[src/rtl/sdram_arbiter.sv]
// Round-robin arbiter sharing one SDRAM controller between a CPU port (A) and a DMA port (B).
// Defining SDRAM_ARB_WATCHDOG_EN adds a WAIT-state timeout that acks with 16'hFFFF and pulses err.
module sdram_arbiter #(
  parameter int unsigned AW      = 21,
  parameter int unsigned TIMEOUT = 255
) (
  input  logic          clk_p,
  input  logic          rst_n,
  input  logic          a_stb,
  input  logic          a_we,
  input  logic [1:0]    a_sel,
  input  logic [AW-1:0] a_adr,
  input  logic [15:0]   a_dat_i,
  output logic [15:0]   a_dat_o,
  output logic          a_ack,
  input  logic          b_stb,
  input  logic          b_we,
  input  logic [1:0]    b_sel,
  input  logic [AW-1:0] b_adr,
  input  logic [15:0]   b_dat_i,
  output logic [15:0]   b_dat_o,
  output logic          b_ack,
  output logic          sdr_rd,
  output logic          sdr_we,
  output logic [1:0]    sdr_wtbt,
  output logic [AW-1:0] sdr_addr,
  output logic [15:0]   sdr_din,
  input  logic [15:0]   sdr_dout,
  input  logic          sdr_ready,
  output logic          mem_ready,
  output logic          err
);

  typedef enum logic [2:0] {StInit, StIdle, StIssue, StWait, StAck} state_e;

  state_e        state_q, state_d;
  logic          gnt_q, gnt_d;    // 1: port B holds the grant
  logic          last_q, last_d;  // 1: port B was granted last
  logic          we_q, we_d;
  logic          skip_q, skip_d;
  logic          sdr_rd_q, sdr_rd_d, sdr_we_q, sdr_we_d;
  logic [1:0]    wtbt_q, wtbt_d;
  logic [AW-1:0] addr_q, addr_d;
  logic [15:0]   din_q, din_d, a_dat_q, a_dat_d, b_dat_q, b_dat_d;
  logic          a_ack_q, a_ack_d, b_ack_q, b_ack_d;
  logic          mem_ready_q, mem_ready_d;
  logic          pick_b, done, expired;
  logic [15:0]   rdata;

`ifdef SDRAM_ARB_WATCHDOG_EN
  localparam int unsigned WdW = $clog2(TIMEOUT + 1);
  logic [WdW-1:0] wd_q, wd_d;
  logic           err_q, err_d;
`else
  logic unused_timeout;
  assign unused_timeout = ^TIMEOUT;
`endif

  always_comb begin
    state_d     = state_q;
    gnt_d       = gnt_q;
    last_d      = last_q;
    we_d        = we_q;
    skip_d      = skip_q;
    sdr_rd_d    = 1'b0;
    sdr_we_d    = 1'b0;
    wtbt_d      = wtbt_q;
    addr_d      = addr_q;
    din_d       = din_q;
    a_dat_d     = a_dat_q;
    b_dat_d     = b_dat_q;
    a_ack_d     = 1'b0;
    b_ack_d     = 1'b0;
    mem_ready_d = mem_ready_q | sdr_ready;
    pick_b      = b_stb & (~a_stb | ~last_q);
    done        = 1'b0;
    expired     = 1'b0;
    rdata       = sdr_dout;
`ifdef SDRAM_ARB_WATCHDOG_EN
    wd_d        = wd_q;
    err_d       = 1'b0;
`endif
    unique case (state_q)
      StInit: if (sdr_ready) state_d = StIdle;
      StIdle: begin
        if ((a_stb | b_stb) & sdr_ready) begin
          gnt_d    = pick_b;
          we_d     = pick_b ? b_we : a_we;
          addr_d   = pick_b ? b_adr : a_adr;
          din_d    = pick_b ? b_dat_i : a_dat_i;
          wtbt_d   = we_d ? (pick_b ? b_sel : a_sel) : 2'b11;
          sdr_rd_d = ~we_d;
          sdr_we_d = we_d;
          state_d  = StIssue;
        end
      end
      StIssue: begin
        skip_d  = 1'b1;
        state_d = StWait;
`ifdef SDRAM_ARB_WATCHDOG_EN
        wd_d    = '0;
`endif
      end
      StWait: begin
        // The controller's ready may still be stale in the first WAIT cycle.
        if (skip_q) skip_d = 1'b0;
        else        done   = sdr_ready;
`ifdef SDRAM_ARB_WATCHDOG_EN
        if (!done) begin
          if (wd_q == WdW'(TIMEOUT - 1)) expired = 1'b1;
          else                           wd_d    = wd_q + WdW'(1);
        end
        err_d = expired;
`endif
        if (done | expired) begin
          state_d = StAck;
          a_ack_d = ~gnt_q;
          b_ack_d = gnt_q;
          rdata   = expired ? 16'hFFFF : sdr_dout;
          if (!we_q) begin
            if (gnt_q) b_dat_d = rdata;
            else       a_dat_d = rdata;
          end
        end
      end
      StAck: begin
        last_d  = gnt_q;
        state_d = StIdle;
      end
      default: state_d = StInit;
    endcase
  end

  always_ff @(posedge clk_p or negedge rst_n) begin
    if (!rst_n) begin
      state_q     <= StInit;
      gnt_q       <= 1'b0;
      last_q      <= 1'b1;
      we_q        <= 1'b0;
      skip_q      <= 1'b0;
      sdr_rd_q    <= 1'b0;
      sdr_we_q    <= 1'b0;
      wtbt_q      <= 2'b00;
      addr_q      <= '0;
      din_q       <= '0;
      a_dat_q     <= '0;
      b_dat_q     <= '0;
      a_ack_q     <= 1'b0;
      b_ack_q     <= 1'b0;
      mem_ready_q <= 1'b0;
`ifdef SDRAM_ARB_WATCHDOG_EN
      wd_q        <= '0;
      err_q       <= 1'b0;
`endif
    end else begin
      state_q     <= state_d;
      gnt_q       <= gnt_d;
      last_q      <= last_d;
      we_q        <= we_d;
      skip_q      <= skip_d;
      sdr_rd_q    <= sdr_rd_d;
      sdr_we_q    <= sdr_we_d;
      wtbt_q      <= wtbt_d;
      addr_q      <= addr_d;
      din_q       <= din_d;
      a_dat_q     <= a_dat_d;
      b_dat_q     <= b_dat_d;
      a_ack_q     <= a_ack_d;
      b_ack_q     <= b_ack_d;
      mem_ready_q <= mem_ready_d;
`ifdef SDRAM_ARB_WATCHDOG_EN
      wd_q        <= wd_d;
      err_q       <= err_d;
`endif
    end
  end

  assign sdr_rd    = sdr_rd_q;
  assign sdr_we    = sdr_we_q;
  assign sdr_wtbt  = wtbt_q;
  assign sdr_addr  = addr_q;
  assign sdr_din   = din_q;
  assign a_dat_o   = a_dat_q;
  assign b_dat_o   = b_dat_q;
  assign a_ack     = a_ack_q;
  assign b_ack     = b_ack_q;
  assign mem_ready = mem_ready_q;
`ifdef SDRAM_ARB_WATCHDOG_EN
  assign err       = err_q;
`else
  assign err       = 1'b0;
`endif

endmodule

[config.mk]
export PLATFORM = sky130hd
export DESIGN_NAME = sdram_arbiter
export DESIGN_NICKNAME = d
export VERILOG_FILES = /design/src/rtl/sdram_arbiter.sv
export SDC_FILE = /design/constraint.sdc
export NUM_CORES = 1
export LEC_CHECK = 0
export ABC_AREA = 1
export BUFFER_PORTS_ARGS = -buffer_cell sky130_fd_sc_hd__buf_4
export CORE_ASPECT_RATIO = 0.5
export CORE_MARGIN = 2
export CORE_UTILIZATION = 44
export CTS_CLUSTER_SIZE = 20
export DETAILED_ROUTE_END_ITERATION = 16
export PLACE_DENSITY_LB_ADDON = 0.08
export SYNTH_ARGS = -nofsm -noshare
export SYNTH_HDL_FRONTEND = slang
export SYNTH_SLANG_ARGS = --single-unit
[constraint.sdc]
create_clock -name clk_p -period 3.2 [get_ports clk_p]
set_input_delay 0.64 -clock clk_p [delete_from_list [all_inputs] [get_ports clk_p]]
set_output_delay 0.64 -clock clk_p [all_outputs]
set_load 0.05 [all_outputs]
### Yosys cells after proc, flatten, opt, wreduce, memory -nomap -nowiden

Index checks and enable logic that the tools add are counted.

| storage, ports and cells | value |
|---|---|
| register bits | 83 |
| output and inout port bits | 77 |

| cells by class | value |
|---|---|
| equal/unequal tests | 7 |
| multiplexer cells | 20 |
| bitwise gates (word level) | 10 |
| reduce and logical (&&, ||, !) cells | 6 |

Operator list:

| kind | number |
|---|---|
| $mux W21 | 1 |
| $mux W16 | 1 |
| $pmux W3 S5 | 1 |
| $mux W1 | 11 |
| $mux W3 | 3 |
| $reduce_and A4 Y1 | 2 |
| $eq A3 B2 Y1 const B | 2 |
| $ne A2 B2 Y1 const B | 3 |
| $not A1 Y1 | 5 |
| $mux W2 | 2 |
| $eq A3 B1 Y1 const B | 1 |
| $eq A3 B3 Y1 const B | 1 |
| $logic_not A3 Y1 | 1 |
| $or A1 B1 Y1 | 3 |
| $reduce_and A3 Y1 | 1 |
| $and A1 B1 Y1 | 2 |
| $pmux W1 S2 | 1 |
| $reduce_and A2 Y1 | 1 |
| $reduce_bool A2 Y1 | 1 |

### Logic depth before layout (Yosys ltp)

Gate-level depths: netlist of run 1.

| logic depth | value |
|---|---|
| word-level depth | 7 |
| depth in mapped cells | 8 |
| mapped depth without buffers | 7 |

### Worst setup path before layout of run 1

Ideal clock, no wire load.

| timing path | value |
|---|---|
| path type | in2reg |
| start | in a_stb |
| end | reg addr_q[10], in the netlist sdr_addr[10] |
| setup time | 0.118 ns |
| arrival time | 1.354 ns |
| data required time | 3.082 ns |
| path slack | 1.728 ns |
| stages | 6 |
| path through | nand2_1 nand2_1 clkbuf_1 or2_2 nand3_1 nand2_1 |

| on the way | value |
|---|---|
| cells in the longest elaborated chain, start to end | 4 |
| elaborated cells between the ends (all ways) | 7 |
| classes of those cells | 1 x mux; 5 x bitwise; 1 x reduce/logical |

Ends and longest elaborated chain:

| element | RTL line | RTL |
|---|---|---|
| start: declaration | 9 | `input logic a_stb,` |
| $not A1 Y1 | 75 | `pick_b = b_stb & (~a_stb \| ~last_q);` |
| $or A1 B1 Y1 | 75 |  |
| $and A1 B1 Y1 | 75 |  |
| $mux W21 | 89 | `addr_d = pick_b ? b_adr : a_adr;` |
| end signal: assignment | 164 | `addr_q <= addr_d;` |
| end: declaration | 43 | `logic [AW-1:0] addr_q, addr_d;` |

Parallel ways exist; a longest one is shown, timed or not.
A chain may end at the register's enable or synchronous reset.

### Worst setup path after layout of run 1

| timing path | value |
|---|---|
| start | reg state_q[1] |
| end | reg a_dat_q[6], in the netlist a_dat_o[6] |

| on the way | value |
|---|---|
| cells in the longest elaborated chain, start to end | 2 |

Ends and longest elaborated chain:

| element | RTL line | RTL |
|---|---|---|
| start: declaration | 36 | `state_e state_q, state_d;` |
| start signal: assignment | 136 | `state_q <= StInit;` |
| start signal: assignment | 156 | `state_q <= state_d;` |
| $eq A3 B2 Y1 | 83 | `unique case (state_q)` |
| $reduce_and A4 Y1 (no source line) | - |  |
| end signal: assignment | 166 | `a_dat_q <= a_dat_d;` |
| end: declaration | 44 | `logic [15:0] din_q, din_d, a_dat_q, a_dat_d, b_dat_q, b_dat_d;` |

No other way between the ends.

==> results of run 1 <==
## through the flow
stage	power, W	instances
finish	0.005958	785
global route	0.006294	785
global placement	0.004917	769
floorplan	0.003967	497
CTS	0.006013	785
detailed placement	0.004956	769
## synthesized netlist by cell type
cell type	instances
nand2_1	238
inv_1	35
buf_2	12
nor2_8	1
o21ai_1	1
and2_0	1
inv_2	2
dfstp_2	1
a31oi_1	1
a21oi_1	3
nand3b_1	2
dfrtp_1	82
buf_6	5
nor2_1	9
nand3_1	55
nand3_2	2
o21ai_0	3
nor2_4	1
nor2_2	2
or2_2	3
o21ai_2	16
conb_1	1
nand4_1	1
nand3_4	1
buf_4	5
or2_1	9
clkbuf_1	5
## logic make-up after synthesis
kind of cell	share of synthesized area, %
other	0.09467
DFF	52.46
buffers and inverters	7.865
AOI/OAI and AO/OA	4.580
and+or+nand+nor	35.00
## cells in the final DEF (no fill, tap or decap), types with 9 or more instances in the layout
| cell | synthesis | layout |
|---|---|---|
| or2_1 | 9 | 9 |
| nand3_1 | 55 | 55 |
| inv_1 | 35 | 35 |
| nand2_1 | 238 | 238 |
| buf_4 | 5 | 182 |
| o21ai_2 | 16 | 16 |
| clkbuf_16 | 0 | 9 |
| nor2_1 | 9 | 9 |
| dfrtp_1 | 82 | 82 |
## metal layers
metal  part of all wire (%)  wire length (um)  vias up  global-route usage [%]
li1                       -                 -     1860                       -
met1                     44              4402     1644                   27.21
met2                     48              4799      117                   34.21
met3                    7.6               769       10                   7.989
met4                    1.1               115        0                   6.009
met5                      0                 0        -                       0
## flip-flops by register name (all words and copies together), names as in the netlist
| signal | cells |
|---|---|
| a_ack | 1 |
| gnt_q | 1 |
| state_q | 3 |
| sdr_wtbt | 2 |
| last_q | 1 |
| mem_ready | 1 |
| skip_q | 1 |
| sdr_we | 1 |
| a_dat_o | 16 |
| we_q | 1 |
| b_ack | 1 |
| sdr_rd | 1 |
| b_dat_o | 16 |
| sdr_addr | 21 |
| sdr_din | 16 |
## how the worst min path moves through the flow
stage / endpoint / start / depth (start not counted) / slack, ns
floorplan: a_ack / rst_n / 0 / 0.34
global placement: b_dat_o[14] / b_dat_o[14] / 2 / 0.46
detailed placement: mem_ready / mem_ready / 1 / 0.46
CTS: sdr_addr[15] / rst_n / 1 / 0.32
global route: sdr_addr[15] / rst_n / 1 / 0.34
finish: sdr_addr[15] / rst_n / 1 / 0.29
## power groups by stage
stage                     logic, W  clock network (W)  registers (W)
after floorplan           0.000802                  0        0.00316
after global placement     0.00312                  0        0.00180
after detailed placement   0.00317                  0        0.00179
after CTS                  0.00317            0.00106        0.00178
after global routing       0.00334            0.00111        0.00185
final                      0.00314            0.00104        0.00178
## critical path, cell delays in order (launching register included)
cell	delay, ns
dfrtp_1	0.45
nand2_1	0.12
nor2_2	0.16
nand3_2	0.60
nand2_1	0.27
o21ai_2	0.08
## final cells by class
cell class	count	area [um2]	share of cell area [%]
Tap cell	117	146.4	2.615
Inverter	37	138.9	2.481
Clock buffer	12	246.5	4.403
Multi-Input combinational cell	350	1572	28.07
Sequential cell	83	2078	37.13
Clock inverter	4	50.05	0.8941
Timing Repair Buffer	182	1366	24.41
==> summary.md, run 1 <==
| Metric | Value |
|---|---|
| Largest net degree at the start of global routing | `47` |
| Ranking of synthesized cells by area | `dfrtp_1 (52%), nand2_1 (23%), nand3_1 (6.9%), o21ai_2 (3.5%), inv_1 (3.3%)` |
| Clock transition at path regs | `0.06 ns` |
| Die area | `9824 um2` |
| Cell count of the worst reg-to-reg path | `5` |
| Setup CP Type | `reg -> reg` |
| Pleak | `3.230 nW` |
| Total Neg Setup Slack | `0 ns` |
| H-tree lvl count | `3` |
| Initial Util | `45.33%` |
| TritonCTS Buffers | `9` |
| GR Util All Layers | `21.21%` |
| Flop and latch count out of synthesis | `83` |
| Sw Ratio | `49.08%` |
| N_diodes | `0` |
| Placement Setup Slack | `1.047 ns` |
| CP startpoint | `state_q[1]` |
| Core ar. | `8738 um2` |
| RSZ-0062 raised after global routing | `no` |
| Area Overhead vs Synth | `41.31%` |
| Seq pwr share | `29.9%` |
| First-pass GRT wire length | `16.42 mm` |
| Antenna violations before repair | `0` |
| Crit path required time | `3.40 ns` |
| Period minus WS final | `1.826 ns` |
| Crit-path max FO | `32` |
| Syn nets | `598` |
| Input/output buffers | `176` |
| Drt pass-1 iters | `4` |
| DR DRC count | `0` |
| Worst r2r src | `state_q[1]` |
| Count of cell types in the netlist | `27` |
| CP arrival | `2.03 ns` |
| Layout Utilization | `64.06%` |
| Final Cell Area | `5598 um2` |
| Vias | `3631` |
| Run status | `completed` |
| Ports | `178` |
| Syn avg cell area | `7.970 um2` |
| Slack of the worst reg-to-reg path | `1.37 ns` |
| Max-cap violation count | `0` |
| Combinational share of power | `52.7%` |
| Final Max Tran Viols | `0` |
| Synth area leader | `dfrtp_1` |
| Worst skew pair latency | `0.34 ns` |
| Syn Inst Count | `497` |
| Fmax | `547.6 MHz` |
| Worst slew pin tran | `0.8086 ns` |
| CTS Hold Bufs | `0` |
| Final Skew | `0.005751 ns` |
| Reg2reg end | `a_dat_o[6]` |
| Share of cells above drive strength 1 | `33.68%` |
| Die width | `138.2 um` |
| RD Place Congestion | `0.7864` |
| Hold Slack | `0.2942 ns` |
| Final worst setup slack | `1.374 ns` |
| Post-Route WL | `10.09 mm` |
| HPWL Detailed | `7.034 mm` |
| Fill cells | `794` |
| CTS tree | `done` |
| Post-synthesis sequential area ratio | `52.46%` |
| Hold Vio Cnt, Final | `0` |
| Critical Path End Type | `flop` |
| Startpoint types | `flop` |
| Pint | `0.003034 W` |
| CTS resizes | `0` |
| Slew headroom | `46.04%` |
| Final period util | `57.06%` |
| Vias in the first global route | `3414` |
| NumNets Final | `764` |
| Wirelength per Cell | `12.85 um` |
| Synth Cell Area | `3961 um2` |
| Max IR drop VDD | `0.6578 mV` |
| Psw | `0.002924 W` |
| Final setup viols | `0` |
| CTS Sinks | `83` |
| Die height | `71.10 um` |
| Ys Warns | `0` |
| Clk buf depth | `2` |
| Final ANT Viol Nets | `0` |
| Class of the worst hold path | `in -> async` |
| Top-area cell type share of the netlist area | `51.80%` |
| Clock power frac | `17.4%` |
| Overflow after GRT | `0` |
| Pwr Density | `1064 nW/um2` |
| Critical path endpoint | `a_dat_o[6]` |
| Placed cell area | `5301 um2` |
| Post-CTS setup buffers | `0` |
| Clock Tree Root | `clkbuf_16` |
| Via-per-instance ratio | `4.625` |
| Num rows | `24` |
| Initial DRC Count | `142` |
(Power assumes the default switching activity.)
==> run 2, diff against run 1 <==
==> constraint.sdc (replaced) <==
create_clock -name clk_p -period 1.85 [get_ports clk_p]
set_input_delay 0.37 -clock clk_p [delete_from_list [all_inputs] [get_ports clk_p]]
set_output_delay 0.37 -clock clk_p [all_outputs]
set_load 0.05 [all_outputs]
==> summary.md, run 2 (synthesis gave the netlist of run 1 again) <==
| Metric | Value |
|---|---|
| Final Skew | `0.007069 ns (was 0.005751 ns)` |
| Final ANT Viol Nets | `0 (unchanged)` |
| Wirelength per Cell | `13.09 um (was 12.85 um)` |
| NumNets Final | `775 (was 764)` |
| Pleak | `3.314 nW (was 3.230 nW)` |
| Met3 usage | `7.312% (was 7.989%)` |
| Hold Slack | `0.2614 ns (was 0.2942 ns)` |
| DR DRC count | `0 (unchanged)` |
| Combinational share of power | `52.5% (was 52.7%)` |
| RD Place Congestion | `0.8268 (was 0.7864)` |
| Total Neg Setup Slack | `0 ns (unchanged)` |
| GR met2 Demand/Resource | `36.30% (was 34.21%)` |
| Clock transition at path regs | `0.06 ns (about the same)` |
| Final setup viols | `0 (unchanged)` |
| Vias | `3754 (was 3631)` |
| Die height | `71.10 um (unchanged)` |
| Post-CTS setup buffers | `0 (unchanged)` |
| Sw Ratio | `48.19% (was 49.08%)` |
| Pint | `0.005509 W (was 0.003034 W)` |
| Final Max Tran Viols | `0 (unchanged)` |
| Max reg flops | `21 (unchanged)` |
| GR Util All Layers | `22.02% (was 21.21%)` |
| Antenna violations before repair | `0 (unchanged)` |
| TritonCTS Buffers | `9 (unchanged)` |
| Largest net degree at the start of global routing | `36 (was 47)` |
| Ports | `178 (unchanged)` |
| Reg2reg end | `gnt_q (was a_dat_o[6])` |
| Clock Tree Root | `clkbuf_16 (unchanged)` |
| Initial DRC Count | `192 (was 142)` |
| Startpoint types | `flop (unchanged)` |
| Clock power frac | `18.7% (was 17.4%)` |
| Initial Util | `45.33% (unchanged)` |
| Drt pass-1 iters | `5 (was 4)` |
| CP arrival | `1.84 ns (was 2.03 ns)` |
| Period minus WS final | `1.624 ns (was 1.826 ns)` |
| Final Cell Area | `5759 um2 (was 5598 um2)` |
| Class of the worst hold path | `in -> reg (was in -> async)` |
| Area Overhead vs Synth | `45.39% (was 41.31%)` |
| Critical Path End Type | `flop (unchanged)` |
| Fmax | `615.6 MHz (was 547.6 MHz)` |
| Crit-path max FO | `31 (was 32)` |
| Via-per-instance ratio | `4.716 (was 4.625)` |
| Seq pwr share | `28.8% (was 29.9%)` |
| Pwr Density | `1846 nW/um2 (was 1064 nW/um2)` |
| Core ar. | `8738 um2 (unchanged)` |
| Final period util | `87.80% (was 57.06%)` |
| CTS Sinks | `83 (unchanged)` |
| Share of cells above drive strength 1 | `34.90% (was 33.68%)` |
| CTS tree | `done (unchanged)` |
| Placement Setup Slack | `0.1381 ns (was 1.047 ns)` |
| CP startpoint | `state_q[0] (was state_q[1])` |
| Max IR drop VDD | `0.9663 mV (was 0.6578 mV)` |
| Worst slew pin tran | `0.6313 ns (was 0.8086 ns)` |
| Overflow after GRT | `0 (unchanged)` |
| Slack of the worst reg-to-reg path | `0.23 ns (was 1.37 ns)` |
| Placed cell area | `5406 um2 (was 5301 um2)` |
| Cell count of the worst reg-to-reg path | `6 (was 5)` |
| Tot Pwr | `0.01063 W (was 0.005958 W)` |
| Most common cell after layout, fill and taps aside | `nand2_1 (unchanged)` |
| GR peak layer | `met2 (unchanged)` |
| Worst r2r src | `state_q[0] (was state_q[1])` |
| Hold Vio Cnt, Final | `0 (unchanged)` |
| Num rows | `24 (unchanged)` |
| Critical path endpoint | `gnt_q (was a_dat_o[6])` |
| Post-Route WL | `10.42 mm (was 10.09 mm)` |
| Die width | `138.2 um (unchanged)` |
| Crit path required time | `2.06 ns (was 3.40 ns)` |
| N_diodes | `0 (unchanged)` |
| CTS resizes | `0 (unchanged)` |
| Setup CP Type | `reg -> reg (unchanged)` |
| Max-cap violation count | `0 (unchanged)` |
| Slew headroom | `57.87% (was 46.04%)` |
| Worst skew pair latency | `0.34 ns (about the same)` |
| First-pass GRT wire length | `17.24 mm (was 16.42 mm)` |
| Vias in the first global route | `3607 (was 3414)` |
| Clk buf depth | `2 (unchanged)` |
| HPWL Detailed | `7.348 mm (was 7.034 mm)` |
| RSZ-0062 raised after global routing | `no (unchanged)` |
| GRT met1 Usage | `28.28% (was 27.21%)` |
| Input/output buffers | `176 (unchanged)` |
| Psw | `0.005125 W (was 0.002924 W)` |
| Die area | `9824 um2 (unchanged)` |
| Most frequent cells in the layout | `nand2_1 (238), buf_4 (188), dfrtp_1 (82) (was nand2_1 (238), buf_4 (182), dfrtp_1 (82))` |
| Run status | `completed (unchanged)` |
| H-tree lvl count | `3 (unchanged)` |
| Final worst setup slack | `0.2256 ns (was 1.374 ns)` |
-- run 2: worst min path at each step --
stage,from,end,cells after the start
floorplan,rst_n,a_ack,0
global placement,rst_n,sdr_addr[15],1
detailed placement,rst_n,sdr_addr[15],1
CTS,sdr_ready,mem_ready,2
global route,sdr_ready,mem_ready,2
finish,sdr_ready,mem_ready,2
-- run 2: final cells by class --
type | instances | area (um2)
Inverter | 37 | 138.9
Fill cell | 777 | 2979
Clock buffer | 11 | 252.7
Clock inverter | 5 | 83.83
Timing Repair Buffer | 192 | 1481
Tap cell | 117 | 146.4
Sequential cell | 83 | 2078
Multi-Input combinational cell | 351 | 1578
-- run 2: metal layers --
| metal | vias to the layer above | wire, um |
|---|---|---|
| li1 | 1883 | - |
| met1 | 1730 | 4503 |
| met2 | 127 | 5010 |
| met3 | 14 | 769 |
| met4 | 0 | 139 |
| met5 | - | 0 |
-- run 2: worst max-delay path: stages (launching register included) --
cell	delay, ns
dfrtp_1	0.44
nand3_1	0.25
nor2_4	0.39
inv_2	0.10
buf_12	0.18
nand2_1	0.06
o21ai_0	0.08
-- run 2: power groups by stage --
stage          Combinational [W]  Sequential [W]  Clock (W)
5_1_grt                  0.00597         0.00317    0.00209
2_1_floorplan            0.00139         0.00547          0
3_5_place_dp             0.00561         0.00306          0
4_1_cts                  0.00562         0.00306    0.00202
3_3_place_gp             0.00552         0.00307          0
6_report                 0.00559         0.00306    0.00199
-- run 2: per-stage QoR --
step                      instances  util, %
after floorplan                 497        -
after global placement          778    61.87
after detailed placement        778    61.87
after CTS                       795    65.84
after global routing            796    65.91
final                           796    65.91
-- run 2: repair_timing --
item,4_1_cts,5_1_grt
endpoints found under the setup margin,0,23
hold buffers,1,0
endpoints found under the hold margin,20,0
